--- src/rtl/ram_loader.sv ---
// Boot-time RAM loader: streams N program words into a single-port RAM, reads
// them back and compares additive checksums before releasing the system.
module ram_loader #(
  parameter int DATA_W    = 16,
  parameter int ADDR_W    = 13,
  parameter int MAX_WORDS = 8192
) (
  input  logic              clk,
  input  logic              rst_n,
  input  logic              start,
  input  logic [ADDR_W:0]   word_count,
  input  logic [DATA_W-1:0] in_data,
  input  logic              in_valid,
  output logic              in_ready,
  output logic [DATA_W-1:0] ram_data,
  output logic              ram_load,
  output logic [ADDR_W-1:0] ram_address,
  input  logic [DATA_W-1:0] ram_out,
  output logic              busy,
  output logic              done,
  output logic              pass,
  output logic              error,
  output logic [DATA_W-1:0] checksum
);

  localparam logic [ADDR_W:0] MAX_N = (ADDR_W + 1)'(MAX_WORDS);
  localparam logic [ADDR_W:0] ONE   = (ADDR_W + 1)'(1);

  typedef enum logic [2:0] {
    IDLE,
    LOAD,
    VERIFY,
    DRAIN,
    FINISH
  } state_e;

  state_e            state_q, state_d;
  logic [ADDR_W:0]   n_q, n_d;
  logic [ADDR_W:0]   idx_q, idx_d;
  logic [ADDR_W:0]   last_idx;
  logic [DATA_W-1:0] wr_sum_q, wr_sum_d;
  logic [DATA_W-1:0] rd_sum_q, rd_sum_d;
  logic [DATA_W-1:0] checksum_q, checksum_d;
  logic              pass_q, pass_d;
  logic              error_q, error_d;

  assign last_idx = n_q - ONE;

  // NOTE: every signal written here gets a default first, so no path can
  // leave one unassigned and infer a latch.
  always_comb begin
    state_d     = state_q;
    n_d         = n_q;
    idx_d       = idx_q;
    wr_sum_d    = wr_sum_q;
    rd_sum_d    = rd_sum_q;
    checksum_d  = checksum_q;
    pass_d      = pass_q;
    error_d     = error_q;
    in_ready    = 1'b0;
    ram_load    = 1'b0;
    ram_data    = '0;
    ram_address = '0;

    unique case (state_q)
      IDLE: begin
        // A zero-length request is dropped without touching the result flags.
        if (start && word_count != '0) begin
          idx_d      = '0;
          wr_sum_d   = '0;
          rd_sum_d   = '0;
          pass_d     = 1'b0;
          checksum_d = '0;
          if (word_count > MAX_N) begin
            error_d = 1'b1;
            state_d = FINISH;
          end else begin
            error_d = 1'b0;
            n_d     = word_count;
            state_d = LOAD;
          end
        end
      end

      LOAD: begin
        in_ready    = 1'b1;
        ram_address = idx_q[ADDR_W-1:0];
        if (in_valid) begin
          ram_load = 1'b1;
          ram_data = in_data;
          wr_sum_d = wr_sum_q + in_data;
          idx_d    = idx_q + ONE;
          if (idx_q == last_idx) begin
            idx_d   = '0;
            state_d = VERIFY;
          end
        end
      end

      VERIFY: begin
        ram_address = idx_q[ADDR_W-1:0];
        idx_d       = idx_q + ONE;
        // Read data trails the address by one cycle, so the first cycle has nothing to add.
        if (idx_q != '0) rd_sum_d = rd_sum_q + ram_out;
        if (idx_q == last_idx) state_d = DRAIN;
      end

      DRAIN: begin
        ram_address = last_idx[ADDR_W-1:0];
        rd_sum_d    = rd_sum_q + ram_out;
        pass_d      = (rd_sum_d == wr_sum_q) && !error_q;
        checksum_d  = wr_sum_q;
        state_d     = FINISH;
      end

      FINISH: state_d = IDLE;

      default: state_d = IDLE;
    endcase
  end

  // NOTE: sequential state uses non-blocking assignments so all registers
  // update together from the values present before the edge.
  always_ff @(posedge clk or negedge rst_n) begin
    if (!rst_n) begin
      state_q    <= IDLE;
      n_q        <= '0;
      idx_q      <= '0;
      wr_sum_q   <= '0;
      rd_sum_q   <= '0;
      checksum_q <= '0;
      pass_q     <= 1'b0;
      error_q    <= 1'b0;
    end else begin
      state_q    <= state_d;
      n_q        <= n_d;
      idx_q      <= idx_d;
      wr_sum_q   <= wr_sum_d;
      rd_sum_q   <= rd_sum_d;
      checksum_q <= checksum_d;
      pass_q     <= pass_d;
      error_q    <= error_d;
    end
  end

  assign busy     = (state_q != IDLE);
  assign done     = (state_q == FINISH);
  assign pass     = pass_q;
  assign error    = error_q;
  assign checksum = checksum_q;

endmodule
--- config.mk ---
export PLATFORM = sky130hd
export DESIGN_NAME = ram_loader
export DESIGN_NICKNAME = d
export VERILOG_FILES = /design/src/rtl/ram_loader.sv
export SDC_FILE = /design/constraint.sdc
export NUM_CORES = 1
export LEC_CHECK = 0
export BUFFER_PORTS_ARGS = -buffer_cell sky130_fd_sc_hd__buf_2
export CAP_MARGIN = 10
export CORE_MARGIN = 2
export CORE_UTILIZATION = 45
export CTS_CLUSTER_DIAMETER = 50
export DETAILED_ROUTE_END_ITERATION = 10
export GPL_TIMING_DRIVEN = 0
export PLACE_DENSITY = 0.66
export SLEW_MARGIN = 20
export SYNTH_ARGS = -nofsm -noshare
export SYNTH_HDL_FRONTEND = slang
export SYNTH_SLANG_ARGS = --single-unit
--- constraint.sdc ---
create_clock -name clk -period 4.1 [get_ports clk]
set_input_delay 0.205 -clock clk [delete_from_list [all_inputs] [get_ports clk]]
set_output_delay 0.205 -clock clk [all_outputs]
set_load 0.05 [all_outputs]
==> impl_metrics.csv <==
group,metric,value,unit
run_status,outcome,"completed",
power,p_int,2.32,mW
grt,gr-usage-met2,37.5,%
die,io_pins,101,
synth,ys_seq_area_share,33.4,%
detailed_routing,wirelength,16900,µm
synth,yosysTopAreaCell,"dfrtp_1",
place,hpwl,13000,µm
sta,rsz0062_at_grt,"no",
layout,multiInputGateArea,3790,µm²
setup_path,path_cells,"inv_1 > ha_1 > or4b_1 > clkbuf_1 > or4_1 > a21oi_1 > o2111ai_1 > a2111oi_4 > nor2_2 > nor2_2 > buf_6 > nor2_1",
power,netSwitchingFraction,45.0,%
setup_path,end_kind,"flip-flop",
hold_path,hold_path.class,"input pin to flip-flop",
grt,grt_usage,24.3,%
layout,area_growth,17.2,%
grt,antenna_found_initial,1,
synth,synth_cells,692,
die,num_rows,42,
die,initial_core_util,46.0,%
grt,grt_max_degree,56,
setup_path,cp_top_family,"simple AND/OR/NAND/NOR gates",
detailed_routing,antenna_left,0,
synth,ys_seq_elements,81,
synth,synthTopCellsByArea,"dfrtp_1 (33%), ha_1 (6.8%), nand2_1 (6.0%)",
setup_path,cp_num_buf_inv,3,
setup_path,critPathMaxFanout,10,
sta,skew,0.00817,ns
sta,max_freq,0.305,GHz
synth,synth_ff_type,"dfrtp_1",
synth,ys_top_cells_by_count,"nand2_1 (97), dfrtp_1 (81), o21ai_0 (53)",
power,clockPowerShare,18.5,%
layout,seqCellArea,2030,µm²
power,switching_power,1.89,mW
grt,gr-total-overflow,0,
synth,syn_area_per_cell,8.77,µm²
die,fp.dieH,120,µm
setup_path,max_stage_delay,0.49,ns
setup_path,path_common_cell,"nor2_2",
clocking,cts-buffers-inserted,9,
synth,synth.most_common_cell,"nand2_1",
synth,syn_nets,777,
sta,fin_crit,3.28,ns
synth,synth_edf_count,0,
grt,grt_pass1_wl,27700,µm
die,core,13200,µm²
synth,synthArstFlopShare,100,%
synth,syn-cell-area,6070,µm²
grt,top_usage_layer,"met2",
detailed_routing,via_per_inst,5.66,
sta,fin_crit_sh,79.9,%
die,die_w,120,µm
clocking,cts.sink_count,81,
power,combPwrFrac,52.2,%
die,die-area,14400,µm²
synth,synth.top_cell.area_share,33.4,%
clocking,clk_path_buf_depth,2,
sta,finalMaxSlewViolations,0,
layout,drive_above_1_share,17.7,%
power,p_per_area,592,nW/µm²
clocking,clock_latency,0.35,ns
layout,final_cells,987,
clocking,h-tree-depth,3,
clocking,cts_tree,"done",
grt,use_met1,34.9,%
power,leakagePower,3.52,nW
sta,setup_viol,0,
synth,yosysWarnings,0,
power,seq_power_share,29.3,%
synth,synth.distinct_cells,69,
detailed_routing,dr.first_iter.drc_count,384,
setup_path,critPathLaunchType,"flip-flop",
detailed_routing,post-route-drc-count,0,
sta,max_slew.worst_pin.slew,0.817,ns
place,io_buffer_count,100,
setup_path,cp.arrival,3.50,ns
power,peakVddDrop,0.361,mV
layout,nNetsFinal,890,
grt,grt_pass1_vias,5471,
sta,setup_tns,0,ns
sta,finalHoldViolCount,0,
layout,num-fill-cells,1257,
clocking,path_clk_slew,0.06,ns
setup_path,slowest_stage,"or4_1",
detailed_routing,wl_per_cell,17.1,µm
grt,grt_use_met3,3.75,%
detailed_routing,vias,5591,
detailed_routing,drtPass1Iterations,5,
place,place_inst,969,
place,gp_congestion,0.872,
setup_path,path_class,"flip-flop to flip-flop",
sta,max_slew_margin,45.2,%
clocking,root_buffer,"clkbuf_16",
setup_path,cp_data_required_time,4.33,ns
run,drv_cap,0,
[power by group through the flow]
stage | sequential, mW | combinational (mW) | clock (mW)
floorplan | 1.19 | 1.68 | 0
global placement | 1.23 | 2.11 | 0
detailed placement | 1.24 | 2.18 | 0
CTS | 1.23 | 2.19 | 0.796
global route | 1.26 | 2.42 | 0.822
finish | 1.24 | 2.20 | 0.777
[repair_timing]
action                     in CTS  in global routing
resized for setup               0                  0
buffers inserted                0                  0
setup endpoints to repair       0                  0
hold buffers                    1                  0
hold endpoints to repair       26                  0
[cell type report]
class / count / area share (%)
Antenna cell: 1 / 0.0352
Buffer: 39 / 2.36
Clock buffer: 11 / 3.55
Clock inverter: 5 / 0.422
Inverter: 23 / 1.21
Multi-Input combinational cell: 549 / 53.3
Sequential cell: 81 / 28.5
Tap cell: 176 / 3.09
Timing Repair Buffer: 102 / 7.59
[cells in the final DEF, fill, tap and decap left out, types with 3 or more instances in the layout]
| cell | count |
|---|---|
| a21o_1 | 11 |
| a21oi_1 | 26 |
| a22o_1 | 5 |
| a41o_1 | 4 |
| and2_1 | 5 |
| and3_1 | 24 |
| buf_2 | 103 |
| clkbuf_1 | 31 |
| clkbuf_16 | 9 |
| clkinv_2 | 3 |
| dfrtp_1 | 81 |
| ha_1 | 33 |
| inv_1 | 22 |
| mux2_2 | 11 |
| mux2i_1 | 3 |
| nand2_1 | 97 |
| nand2b_1 | 3 |
| nand3_1 | 36 |
| nand4_1 | 13 |
| nor2_1 | 46 |
| nor2_2 | 3 |
| nor2b_1 | 3 |
| nor3_1 | 12 |
| nor3b_1 | 5 |
| nor4_1 | 9 |
| nor4b_1 | 7 |
| o211ai_1 | 4 |
| o21ai_0 | 53 |
| o21bai_1 | 3 |
| o22ai_1 | 3 |
| o31ai_1 | 4 |
| or4_1 | 4 |
| xnor2_1 | 37 |
| xnor3_1 | 12 |
| xor2_1 | 30 |
[flip-flops by register name, indices dropped and copies added (netlist names)]
register	count
checksum	16
error	1
idx_q	14
n_q	14
pass	1
rd_sum_q	16
state_q	3
wr_sum_q	16
[per-stage QoR]
step	power, mW	setup slack, ns	util [%]	hold WS [ns]	instance area, µm²
finish	4.21	0.825	54.0	0.0951	7120
detailed placement	3.42	0.898	51.7	0.159	6820
CTS	4.21	0.865	53.9	0.0925	7110
global placement	3.34	0.947	51.5	0.444	6790
global route	4.50	0.699	54.0	0.114	7120
floorplan	2.86	1.14	-	-0.0906	6070
[path summary, 6_finish.rpt]
| path | start | endpoint | slack (ns) | cells past startpoint |
|---|---|---|---|---|
| max | n_q[0] | idx_q[7] | 0.82 | 12 |
| min | word_count[12] | n_q[12] | 0.1 | 3 |
| max reg2reg | n_q[0] | idx_q[7] | 0.82 | 12 |
| min reg2reg | rd_sum_q[11] | rd_sum_q[11] | 0.49 | 2 |
| max in group asynchronous | rst_n | checksum[0] | 3.17 | 3 |
| min in group asynchronous | rst_n | n_q[5] | 0.32 | 2 |
[cells by family after synthesis]
| group | after synthesis | share of synthesized area (%) |
|---|---|---|
| buf+inv | 62 | 4.18 |
| flops | 81 | 33.4 |
| compound gates | 142 | 15.3 |
| fa+ha+maj | 35 | 7.46 |
| xor+xnor | 80 | 14.5 |
| mux | 14 | 2.54 |
| simple gates | 278 | 22.6 |
[routing by layer]
layer,part of all wire [%],vias up
met2,45,174
met3,5.6,27
met5,0,-
met4,2.0,0
li1,-,2699
met1,48,2691
[worst register-to-register path: stages (launching register included)]
cell	delay, ns
dfrtp_1	0.43
inv_1	0.10
ha_1	0.19
or4b_1	0.43
clkbuf_1	0.18
or4_1	0.49
a21oi_1	0.19
o2111ai_1	0.17
a2111oi_4	0.46
nor2_2	0.07
nor2_2	0.22
buf_6	0.18
nor2_1	0.06
(Power assumes the default switching activity.)
